File: src/rtl/find_stars_pkg.sv
// Shared constants and state encoding for the star-map scanner.
package find_stars_pkg;
  localparam int GRID_W   = 6;
  localparam int GRID_H   = 8;
  localparam int ADDR_W   = 6;
  localparam int COORD_W  = 3;
  localparam int COLOUR_W = 3;

  localparam logic [COLOUR_W-1:0] BG_COLOUR = 3'b000;

  localparam logic [2:0] ST_IDLE    = 3'd0;
  localparam logic [2:0] ST_READ    = 3'd1;
  localparam logic [2:0] ST_COMPARE = 3'd2;
  localparam logic [2:0] ST_EMIT    = 3'd3;
  localparam logic [2:0] ST_ADVANCE = 3'd4;
  localparam logic [2:0] ST_DONE    = 3'd5;

  typedef enum logic [2:0] {
    IDLE    = ST_IDLE,
    READ    = ST_READ,
    COMPARE = ST_COMPARE,
    EMIT    = ST_EMIT,
    ADVANCE = ST_ADVANCE,
    DONE    = ST_DONE
  } state_t;
endpackage

File: src/rtl/star_scanner_address_translator.sv
// Maps a 6-wide grid coordinate to a linear ROM address: y*4 + y*2 + x.
module address_translator (
  input  logic [2:0] x,
  input  logic [2:0] y,
  output logic [5:0] mem_address
);
  assign mem_address = {1'b0, y, 2'b00} + {2'b00, y, 1'b0} + {3'b000, x};
endmodule

File: src/rtl/star_scanner.sv
// Raster-scans the star-map ROM and hands every non-background cell to the
// plotter as an (x, y, colour) record over valid/ready, counting accepted stars.
module star_scanner #(
  parameter int                 GRID_W    = find_stars_pkg::GRID_W,
  parameter int                 GRID_H    = find_stars_pkg::GRID_H,
  parameter logic [2:0]         BG_COLOUR = find_stars_pkg::BG_COLOUR
) (
  input  logic       clock,
  input  logic       resetn,
  input  logic       start,
  output logic [5:0] mem_address,
  input  logic [2:0] mem_q,
  output logic       star_valid,
  input  logic       star_ready,
  output logic [2:0] star_x,
  output logic [2:0] star_y,
  output logic [2:0] star_colour,
  output logic [5:0] star_count,
  output logic       busy,
  output logic       done
);
  import find_stars_pkg::*;

  localparam logic [COORD_W-1:0] X_MAX = COORD_W'(GRID_W - 1);
  localparam logic [COORD_W-1:0] Y_MAX = COORD_W'(GRID_H - 1);

  state_t                state_q, state_d;
  logic [COORD_W-1:0]    x_q, x_d, y_q, y_d;
  logic [COORD_W-1:0]    star_x_q, star_x_d, star_y_q, star_y_d;
  logic [COLOUR_W-1:0]   star_colour_q, star_colour_d;
  logic [ADDR_W-1:0]     star_count_q, star_count_d;

  // Address comes straight from the cell registers so it is stable across
  // READ, COMPARE, EMIT and ADVANCE of each cell.
  address_translator u_addr (
    .x           (x_q),
    .y           (y_q),
    .mem_address (mem_address)
  );

  always_comb begin
    state_d       = state_q;
    x_d           = x_q;
    y_d           = y_q;
    star_x_d      = star_x_q;
    star_y_d      = star_y_q;
    star_colour_d = star_colour_q;
    star_count_d  = star_count_q;
    unique case (state_q)
      IDLE: begin
        if (start) begin
          x_d          = '0;
          y_d          = '0;
          star_count_d = '0;
          state_d      = READ;
        end
      end
      READ:    state_d = COMPARE;
      COMPARE: begin
        if (mem_q != BG_COLOUR) begin
          star_x_d      = x_q;
          star_y_d      = y_q;
          star_colour_d = mem_q;
          state_d       = EMIT;
        end else begin
          state_d = ADVANCE;
        end
      end
      EMIT: begin
        if (star_ready) begin
          star_count_d = star_count_q + 6'd1;
          state_d      = ADVANCE;
        end
      end
      ADVANCE: begin
        if (x_q < X_MAX) begin
          x_d     = x_q + 3'd1;
          state_d = READ;
        end else if (y_q < Y_MAX) begin
          x_d     = '0;
          y_d     = y_q + 3'd1;
          state_d = READ;
        end else begin
          state_d = DONE;
        end
      end
      DONE:    state_d = IDLE;
      default: state_d = IDLE;
    endcase
  end

  always_ff @(posedge clock) begin
    if (!resetn) begin
      state_q       <= IDLE;
      x_q           <= '0;
      y_q           <= '0;
      star_x_q      <= '0;
      star_y_q      <= '0;
      star_colour_q <= '0;
      star_count_q  <= '0;
    end else begin
      state_q       <= state_d;
      x_q           <= x_d;
      y_q           <= y_d;
      star_x_q      <= star_x_d;
      star_y_q      <= star_y_d;
      star_colour_q <= star_colour_d;
      star_count_q  <= star_count_d;
    end
  end

  assign star_valid  = (state_q == EMIT);
  assign busy        = (state_q == READ) || (state_q == COMPARE) ||
                       (state_q == EMIT) || (state_q == ADVANCE);
  assign done        = (state_q == DONE);
  assign star_x      = star_x_q;
  assign star_y      = star_y_q;
  assign star_colour = star_colour_q;
  assign star_count  = star_count_q;
endmodule
File: config.mk
export PLATFORM = sky130hd
export DESIGN_NAME = star_scanner
export DESIGN_NICKNAME = d
export VERILOG_FILES = /design/src/rtl/find_stars_pkg.sv /design/src/rtl/star_scanner_address_translator.sv /design/src/rtl/star_scanner.sv
export SDC_FILE = /design/constraint.sdc
export NUM_CORES = 1
export LEC_CHECK = 0
export ABC_AREA = 1
export CAP_MARGIN = 10
export CORE_ASPECT_RATIO = 1.1
export CORE_MARGIN = 2
export CORE_UTILIZATION = 55
export CTS_BUF_LIST = sky130_fd_sc_hd__clkbuf_4 sky130_fd_sc_hd__clkbuf_8
export CTS_CLUSTER_DIAMETER = 200
export DETAILED_ROUTE_END_ITERATION = 12
export PLACE_DENSITY_LB_ADDON = 0.3
export SETUP_SLACK_MARGIN = 0.5
export SYNTH_ARGS = -nofsm -noshare
export SYNTH_HDL_FRONTEND = slang
export SYNTH_SLANG_ARGS = --single-unit
File: constraint.sdc
create_clock -name clock -period 3.5 [get_ports clock]
set_input_delay 0.7 -clock clock [delete_from_list [all_inputs] [get_ports clock]]
set_output_delay 0.7 -clock clock [all_outputs]
set_load 0.02 [all_outputs]
==> results.sh, run 1 <==
export IMPL_worstMarginPinSlew_ns=0.433
export IMPL_first_pass_iters=4
export IMPL_drt_wirelength_per_cell_um=12.0
export IMPL_drv_slew=0
export IMPL_dieArea_mm2=0.00284
export IMPL_drt_iter0_markers=19
export IMPL_finalHoldViolations=0
export IMPL_worst_path_max_fanout=5
export IMPL_clk_root_buffer_cell="clkbuf_4"
export IMPL_numCtsBuffers=3
export IMPL_reg2regPathDepth=5
export IMPL_synth_cells=181
export IMPL_hp_start="star_colour[0]"
export IMPL_p_per_area_mw_per_mm2=453
export IMPL_power_leakage_nw=0.765
export IMPL_synth_seq_cells=24
export IMPL_grt_max_degree=15
export IMPL_grt_usage_pct=23.1
export IMPL_yosys_warnings=0
export IMPL_reg2reg_setup_slack_ns=2.02
export IMPL_post_route_util_pct=74.1
export IMPL_fin_worst_skew_ns=0.00567
export IMPL_gp_congestion=0.819
export IMPL_arrival_ns=2.23
export IMPL_whs_endpoint="star_colour[0]"
export IMPL_portBuffers=30
export IMPL_synth_net_count=198
export IMPL_vias=1242
export IMPL_rows=18
export IMPL_antenna_cells=0
export IMPL_totalWireLength_um=2900
export IMPL_min_period_over_period_pct=83.9
export IMPL_ios=31
export IMPL_place_area_mm2=0.00165
export IMPL_max_cap_violations=0
export IMPL_h_tree_depth=1
export IMPL_vias_per_cell=5.13
export IMPL_cts_max_path_buffers=2
export IMPL_drive_above_1_share_pct=10.8
export IMPL_fin_area_mm2=0.00169
export IMPL_netlist_area_mm2=0.00133
export IMPL_vdd_ir_drop_worst_uv=426
export IMPL_die_h_um=55.7
export IMPL_cts_sinks=24
export IMPL_antenna_found_initial=0
export IMPL_hpwl_um=2210
export IMPL_yosys_cell_types_count=26
export IMPL_antenna_left=0
export IMPL_post_cts_setup_buffer_count=0
export IMPL_cp_data_required_time_ns=2.80
export IMPL_syn_to_final_growth_pct=26.5
export IMPL_cp_start_kind="flop"
export IMPL_period_needed_ns=2.93
export IMPL_ys_seq_area_share_pct=36.0
export IMPL_final_nets=230
export IMPL_grt_overflow=0
export IMPL_status="complete, no violations"
export IMPL_min_path_cells=2
export IMPL_setup_tns_ns=0
export IMPL_worstReg2RegEnd="star_y[2]"
export IMPL_clk_pin_slew_ns=0.13
export IMPL_worst_skew_pair_late_latency_ns=0.32
export IMPL_power_total_w=0.000764
export IMPL_syn_area_per_cell_um2=7.37
export IMPL_tritoncts="done"
export IMPL_fmax_mhz=341
export IMPL_detail_route_drc_violations=0
export IMPL_grt_pass1_wl_um=5070
export IMPL_slew_headroom_pct=70.8
export IMPL_worstSetupEndpointType="output port"
export IMPL_grt_pass1_vias=1205
export IMPL_core_area_mm2=0.00227
export IMPL_hold_buffers=0
export IMPL_fp_dieW_um=51.0
export IMPL_rsz0062_at_grt="false"
export IMPL_start_util_pct=58.6
export IMPL_setup_violations=0
export IMPL_hp_class="reg2reg"
export IMPL_r2r_start="state_q[1]"
export IMPL_crit_type="reg2out"
-- what timing repair did --
| action | in CTS | in global routing |
|---|---|---|
| resized for setup | 11 | 3 |
| endpoints found under the hold margin | 0 | 0 |
| endpoints found under the setup margin | 2 | 3 |
| pin swaps | 0 | 0 |
-- layout by cell type, fill, tap and decap left out, drive strengths merged --
| master | n |
|---|---|
| clkdlybuf4s50 | 27 |
| dlymetal6s2s | 1 |
| dfxtp | 24 |
| nor2 | 24 |
| inv | 24 |
| clkinv | 1 |
| nor3 | 2 |
| a21oi | 18 |
| buf | 1 |
| o211ai | 1 |
| ha | 8 |
| nand4 | 3 |
| nand2 | 36 |
| nand3 | 20 |
| xnor2 | 1 |
| o21ai | 12 |
| fa | 2 |
| or2 | 2 |
| clkbuf | 5 |
-- cell usage after synthesis, drive strengths merged --
library cell / instances / area (um2)
clkbuf: 1 / 3.75
xnor2: 1 / 8.76
nand2: 36 / 155
inv: 24 / 90.1
o211ai: 1 / 7.51
buf: 2 / 18.8
nand4: 3 / 18.8
ha: 8 / 100
nor2: 24 / 113
or2: 2 / 12.5
nand3: 20 / 110
dfxtp: 24 / 480
o21ai: 12 / 60.1
nor3: 2 / 10.0
fa: 2 / 40.0
clkinv: 1 / 3.75
a21oi: 18 / 101
-- per-layer routing --
layer  vias to the layer above  global-route usage, %  routed length (um)
li1                        650                      -                   -
met5                         -                      0                   0
met2                        22                   38.6                1420
met3                         6                   3.49                  87
met1                       564                   29.1                1340
met4                         0                   9.65                  52
-- worst max path at each step --
stage | startpoint | end | slack (ns) | depth (start not counted)
finish | y_q[0] | mem_address[4] | 0.57 | 6
global route | y_q[0] | mem_address[4] | 0.51 | 6
CTS | y_q[0] | mem_address[3] | 0.52 | 6
detailed placement | y_q[0] | mem_address[4] | 0.46 | 6
global placement | y_q[0] | mem_address[4] | 0.58 | 6
floorplan | y_q[0] | mem_address[4] | 0.95 | 5
-- report_power, final --
| group | leakage [nW] | switching [W] | internal [W] |
|---|---|---|---|
| combinational | 0.547 | 0.000176 | 0.000112 |
| sequential | 0.196 | 0.0000260 | 0.000301 |
| clock | 0.0210 | 0.0000857 | 0.0000637 |
| total | 0.765 | 0.000288 | 0.000476 |
-- critical path: stages, from the launching register on --
cell and delay [ns]:
dfxtp_4 0.39, fa_1 0.56, ha_1 0.17, inv_1 0.05
fa_1 0.37, xnor2_1 0.20, buf_4 0.17
-- area by class of cell --
type | count | area [um2]
Fill cell | 173 | 588
Sequential cell | 24 | 487
Timing Repair Buffer | 30 | 295
Inverter | 25 | 93.8
Clock buffer | 4 | 36.3
Tap cell | 30 | 37.5
Multi-Input combinational cell | 129 | 737
-- flip-flops by register name, summed over array words and instances (netlist names) --
name	count
star_count	6
star_colour	3
star_y	3
x_q	3
star_x	3
state_q	3
y_q	3
-- logic make-up after synthesis --
kind of cell	count (synthesis)	synth area share [%]
AO/OA/AOI/OAI	31	12.7
XOR/XNOR	1	0.657
adder cells (fa/ha/maj)	10	10.5
buffers and inverters	28	8.72
flip-flops	24	36.0
AND/OR/NAND/NOR	87	31.4
-- metrics by stage --
step	hold slack (ns)	std cells	setup slack [ns]
floorplan	0.493	181	0.952
global placement	0.450	238	0.585
detailed placement	0.457	238	0.463
CTS	0.476	242	0.519
global route	0.512	242	0.505
finish	0.474	242	0.565
Power figures use the tool's default switching activity.
==> inputs of run 2 (changes only) <==
- CORE_UTILIZATION: 55 -> 46
- clock period: 3.5 -> 2.4 ns (I/O delays scaled with it)
==> run 2 against run 1 <==
The flow now finishes with violations (setup timing). Largest cell class unchanged. Clock skew shrank 0.0018 ns. Design area rose by 9.8%. Critical path depth stayed put. Critical path type unchanged. Wire length grew 13%. Utilization fell by 6.9 points. Count of clock-buffer cells in the layout unchanged. Global-route usage is 3.4 points lower.
==> results.sh, run 2 (same netlist as run 1, synthesis figures left out) <==
export IMPL_worst_skew_pair_late_latency_ns=0.32
export IMPL_worstSetupEndpointType="output port"
export IMPL_detail_route_drc_violations=0
export IMPL_grt_pass1_vias=1264
export IMPL_cts_sinks=24
export IMPL_start_util_pct=48.5
export IMPL_period_needed_ns=2.60
export IMPL_p_per_area_mw_per_mm2=612
export IMPL_setup_slack_ns=-0.203
export IMPL_portBuffers=30
export IMPL_fin_worst_skew_ns=0.00382
export IMPL_totalWireLength_um=3260
export IMPL_finalHoldViolations=0
export IMPL_worstMarginPinSlew_ns=0.424
export IMPL_setup_tns_ns=-0.386
export IMPL_hp_class="reg2reg"
export IMPL_setup_violations=2
export IMPL_grt_usage_pct=19.7
export IMPL_seqPwrFrac_pct=42.6
export IMPL_status="finished with violations"
export IMPL_die_h_um=60.5
export IMPL_power_leakage_nw=0.884
export IMPL_vdd_ir_drop_worst_uv=423
export IMPL_grt_max_degree=15
export IMPL_antenna_left=0
export IMPL_slew_headroom_pct=71.4
export IMPL_rows=20
export IMPL_antenna_found_initial=0
export IMPL_cts_max_path_buffers=2
export IMPL_grt_overflow=0
export IMPL_cp_data_required_time_ns=1.92
export IMPL_ios=31
export IMPL_drt_wirelength_per_cell_um=12.8
export IMPL_antenna_cells=0
export IMPL_power_clock_fraction_pct=19.4
export IMPL_hpwl_um=2430
export IMPL_vias=1337
export IMPL_fmax_mhz=384
export IMPL_p_sw_share_pct=37.7
export IMPL_final_common_cell="nand2_1"
export IMPL_syn_to_final_growth_pct=38.8
export IMPL_h_tree_depth=1
export IMPL_drv_slew=0
export IMPL_place_area_mm2=0.00173
export IMPL_clk_pin_slew_ns=0.14
export IMPL_min_period_over_period_pct=108
export IMPL_violations="setup timing"
export IMPL_fin_area_mm2=0.00185
export IMPL_mostFrequentLayoutCells="nand2_1, nor2_1, clkdlybuf4s50_1, dfxtp_1"
export IMPL_fp_dieW_um=55.3
export IMPL_tritoncts="done"
export IMPL_crit_type="reg2out"
export IMPL_max_cap_violations=0
export IMPL_power_frac_comb_pct=37.9
export IMPL_largest_register_ffs=6
export IMPL_rsz0062_at_grt="true"
export IMPL_switchingPower_w=0.000428
export IMPL_first_pass_iters=6
export IMPL_numCtsBuffers=3
export IMPL_dieArea_mm2=0.00335
export IMPL_pre_cts_ws_ns=-0.305
export IMPL_whs_ns=0.483
export IMPL_arrival_ns=2.12
export IMPL_drive_above_1_share_pct=23.8
export IMPL_vias_per_cell=5.22
export IMPL_gp_congestion=0.895
export IMPL_core_area_mm2=0.00275
export IMPL_p_int_w=0.000706
export IMPL_drt_iter0_markers=23
export IMPL_n_fill_cell=248
export IMPL_cp_start_kind="flop"
export IMPL_clk_root_buffer_cell="clkbuf_4"
export IMPL_post_route_util_pct=67.3
export IMPL_final_nets=241
export IMPL_grt_pass1_wl_um=5290
export IMPL_worst_path_max_fanout=2
[run 2: layout make-up]
cell class | instances | area [um2] | share of cell area [%]
clock buffers | 4 | 36.3 | 1.96
flip-flops and latches | 24 | 488 | 26.4
repair buffers | 41 | 397 | 21.4
multi-input cells | 129 | 796 | 43.0
well taps | 33 | 41.3 | 2.23
inverters | 25 | 93.8 | 5.07
[run 2: critical path, cell delays in order (launching register included)]
cell and delay (ns):
dfxtp_2 0.36, fa_1 0.58, ha_4 0.15, inv_2 0.04, fa_2 0.53, inv_2 0.04
buf_6 0.12
[run 2: routing by layer]
| layer | track usage (%) | wire [um] |
|---|---|---|
| met5 | 0 | 0 |
| met4 | 9.06 | 50 |
| met3 | 2.99 | 155 |
| met2 | 35.4 | 1620 |
| met1 | 23.6 | 1440 |
[run 2: path summary, 6_finish.rpt]
kind	from	to	slack, ns	cells past startpoint
max	x_q[2]	mem_address[3]	-0.20	6
min	star_colour[0]	star_colour[0]	0.48	2
max reg2reg	y_q[1]	y_q[0]	0.78	10
min reg2reg	star_colour[0]	star_colour[0]	0.48	2
[run 2: power groups by stage]
| stage | sequential, W | clock [W] | combinational, W |
|---|---|---|---|
| 2_1_floorplan | 0.000517 | 0 | 0.000249 |
| 3_3_place_gp | 0.000484 | 0 | 0.000407 |
| 3_5_place_dp | 0.000485 | 0 | 0.000422 |
| 4_1_cts | 0.000480 | 0.000223 | 0.000421 |
| 5_1_grt | 0.000489 | 0.000240 | 0.000472 |
| 6_report | 0.000483 | 0.000220 | 0.000430 |
[run 2: per-stage QoR]
step,instances,power [W]
6_report,256,0.00113
5_1_grt,256,0.00120
4_1_cts,253,0.00112
3_5_place_dp,248,0.000907
3_3_place_gp,248,0.000891
2_1_floorplan,181,0.000766
[run 2: timing repair]
action / 4_1_cts / 5_1_grt
setup endpoints to repair: 9 / 10
pin swaps: 3 / 5
gates resized for setup: 37 / 20
buffers inserted: 1 / 3
hold buffers: 0 / 0
==> inputs of run 3 (changes only) <==
- CAP_MARGIN: 10 -> 20
- CORE_UTILIZATION: 46 -> 44
- CTS_BUF_LIST: sky130_fd_sc_hd__clkbuf_4 sky130_fd_sc_hd__clkbuf_8 -> not set
- SKIP_LAST_GASP: not set -> 1
==> run 3 against run 2 <==
Clock power grew 35%. First-iteration DRC count grew 13%. Critical path type unchanged. Die area grew 4.2%. Wire length shrank 7.1%. Critical path depth is the same. Hold slack lost 0.0068 ns. Sequential cell count is the same. Total power grew 5.0%. Design area shrank 0.14%. The flow still finishes with violations (setup timing). Register-to-register slack gained 0.12 ns. Largest power group unchanged.
==> results.sh, run 3 (same netlist as run 1, synthesis figures left out) <==
export IMPL_multi_input_area_um2=800
export IMPL_drt_iter0_markers=26
export IMPL_clk_root_buffer_cell="clkbuf_4"
export IMPL_status="finished with violations"
export IMPL_hp_class="reg2reg"
export IMPL_h_tree_depth=1
export IMPL_reg2regPathDepth=9
export IMPL_hp_start="star_colour[0]"
export IMPL_crit_chain="fa_1, ha_4, inv_2, fa_2, inv_2, buf_6"
export IMPL_final_common_cell="nand2_1"
export IMPL_core_area_mm2=0.00283
export IMPL_dieArea_mm2=0.00349
export IMPL_fin_area_mm2=0.00185
export IMPL_worst_path_max_fanout=2
export IMPL_drive_above_1_share_pct=22.7
export IMPL_max_cap_violations=0
export IMPL_totalWireLength_um=3030
export IMPL_grt_pass1_wl_um=4970
export IMPL_mostFrequentLayoutCells="nand2_1, nor2_1, inv_1, dfxtp_1, clkdlybuf4s50_1"
export IMPL_drv_slew=0
export IMPL_rows=20
export IMPL_finalHoldViolations=0
export IMPL_hpwl_um=2390
export IMPL_slowest_stage="fa_1"
export IMPL_portBuffers=30
export IMPL_fmax_mhz=385
export IMPL_ios=31
export IMPL_pre_cts_ws_ns=-0.294
export IMPL_clk_pin_slew_ns=0.14
export IMPL_worstReg2RegEnd="y_q[0]"
export IMPL_setup_slack_ns=-0.198
export IMPL_regArea_um2=488
export IMPL_place_area_mm2=0.00173
export IMPL_antenna_cells=0
export IMPL_antenna_left=0
export IMPL_power_leakage_nw=0.898
export IMPL_crit_type="reg2out"
export IMPL_p_sw_share_pct=35.1
export IMPL_die_h_um=61.7
export IMPL_worstSetupEndpointType="output port"
export IMPL_violations="setup timing"
export IMPL_vias=1281
export IMPL_antenna_found_initial=0
export IMPL_reg2reg_setup_slack_ns=0.90
export IMPL_min_path_cells=2
export IMPL_worstMarginPinSlew_ns=0.380
export IMPL_syn_to_final_growth_pct=38.6
export IMPL_first_pass_iters=4
export IMPL_grt_max_degree=15
export IMPL_period_needed_ns=2.60
export IMPL_seqPwrFrac_pct=40.3
export IMPL_cp_slowest_stage_delay_ns=0.57
export IMPL_n_fill_cell=240
export IMPL_power_frac_comb_pct=34.7
export IMPL_cp_common_cell="inv_2"
export IMPL_largest_register_ffs=6
export IMPL_cts_max_path_buffers=2
export IMPL_grt_pass1_vias=1229
export IMPL_vdd_ir_drop_worst_uv=491
export IMPL_rsz0062_at_grt="true"
export IMPL_grt_usage_pct=18.2
export IMPL_whs_endpoint="star_colour[0]"
export IMPL_p_per_area_mw_per_mm2=643
export IMPL_switchingPower_w=0.000417
export IMPL_detail_route_drc_violations=0
export IMPL_vias_per_cell=5.06
export IMPL_worst_skew_pair_late_latency_ns=0.32
export IMPL_p_int_w=0.000772
export IMPL_cts_sinks=24
export IMPL_r2r_start="y_q[2]"
export IMPL_setup_violations=2
export IMPL_grt_overflow=0
export IMPL_min_period_over_period_pct=108
export IMPL_fin_worst_skew_ns=0.00548
export IMPL_drt_wirelength_per_cell_um=12.0
export IMPL_final_nets=238
export IMPL_arrival_ns=2.12
export IMPL_cp_data_required_time_ns=1.92
export IMPL_numCtsBuffers=3
export IMPL_power_clock_fraction_pct=25.0
export IMPL_tritoncts="done"
export IMPL_slew_headroom_pct=74.4
export IMPL_start_util_pct=47.2
export IMPL_cp_start_kind="flop"
export IMPL_gp_congestion=0.867
export IMPL_fp_dieW_um=56.5
==> run 3: layout make-up <==
type	count	area share, %
multi-input cells	129	43.2
flip-flops and latches	24	26.4
repair buffers	38	20.2
inverters	25	5.07
well taps	33	2.23
clock inverters	1	1.62
clock buffers	3	1.22
==> run 3: what timing repair did <==
item | CTS | global route
pin swaps | 3 | 2
hold buffers | 0 | 0
endpoints found under the hold margin | 0 | 0
cloned | 0 | 0
endpoints found under the setup margin | 9 | 12
buffers inserted | 1 | 0
gates resized for setup | 44 | 11
==> run 3: power by group through the flow <==
stage	Sequential, W	Combinational, W	Clock (W)
3_3_place_gp	0.000482	0.000408	0
6_report	0.000480	0.000413	0.000297
4_1_cts	0.000477	0.000415	0.000303
3_5_place_dp	0.000484	0.000415	0
2_1_floorplan	0.000517	0.000249	0
5_1_grt	0.000485	0.000452	0.000315
==> run 3: worst max-delay path: cells and delay by family (launching register included) <==
kind	cells	cell delay [ns]
fa+ha+maj	3	1.24
buf+inv	3	0.20
flops	1	0.36
==> run 3: layer usage <==
metal	vias to the layer above	routed length (um)	GRT usage (%)
li1	662	-	-
met1	585	1350	20.4
met2	25	1520	35.0
met3	9	85	2.28
met4	0	76	8.50
met5	-	0	0
==> run 3: how the worst max path moves through the flow <==
stage               slack (ns)        endpoint  cells past startpoint   start
floorplan                 0.28  mem_address[4]                      5  y_q[0]
global placement         -0.23  mem_address[4]                      6  y_q[0]
detailed placement       -0.29  mem_address[4]                      6  y_q[0]
CTS                      -0.21  mem_address[3]                      6  x_q[2]
global route             -0.26  mem_address[3]                      6  y_q[0]
finish                   -0.20  mem_address[3]                      6  y_q[0]
==> run 3: metrics by stage <==
step	total power, W	cells	hold WS, ns	setup TNS (ns)	util, %
after global placement	0.000890	248	0.450	-0.431	61.1
final	0.00119	253	0.476	-0.387	65.4
after detailed placement	0.000900	248	0.460	-0.541	61.1
after global routing	0.00125	253	0.509	-0.516	65.4
after floorplan	0.000766	181	0.493	0	-
after CTS	0.00119	253	0.481	-0.415	64.5
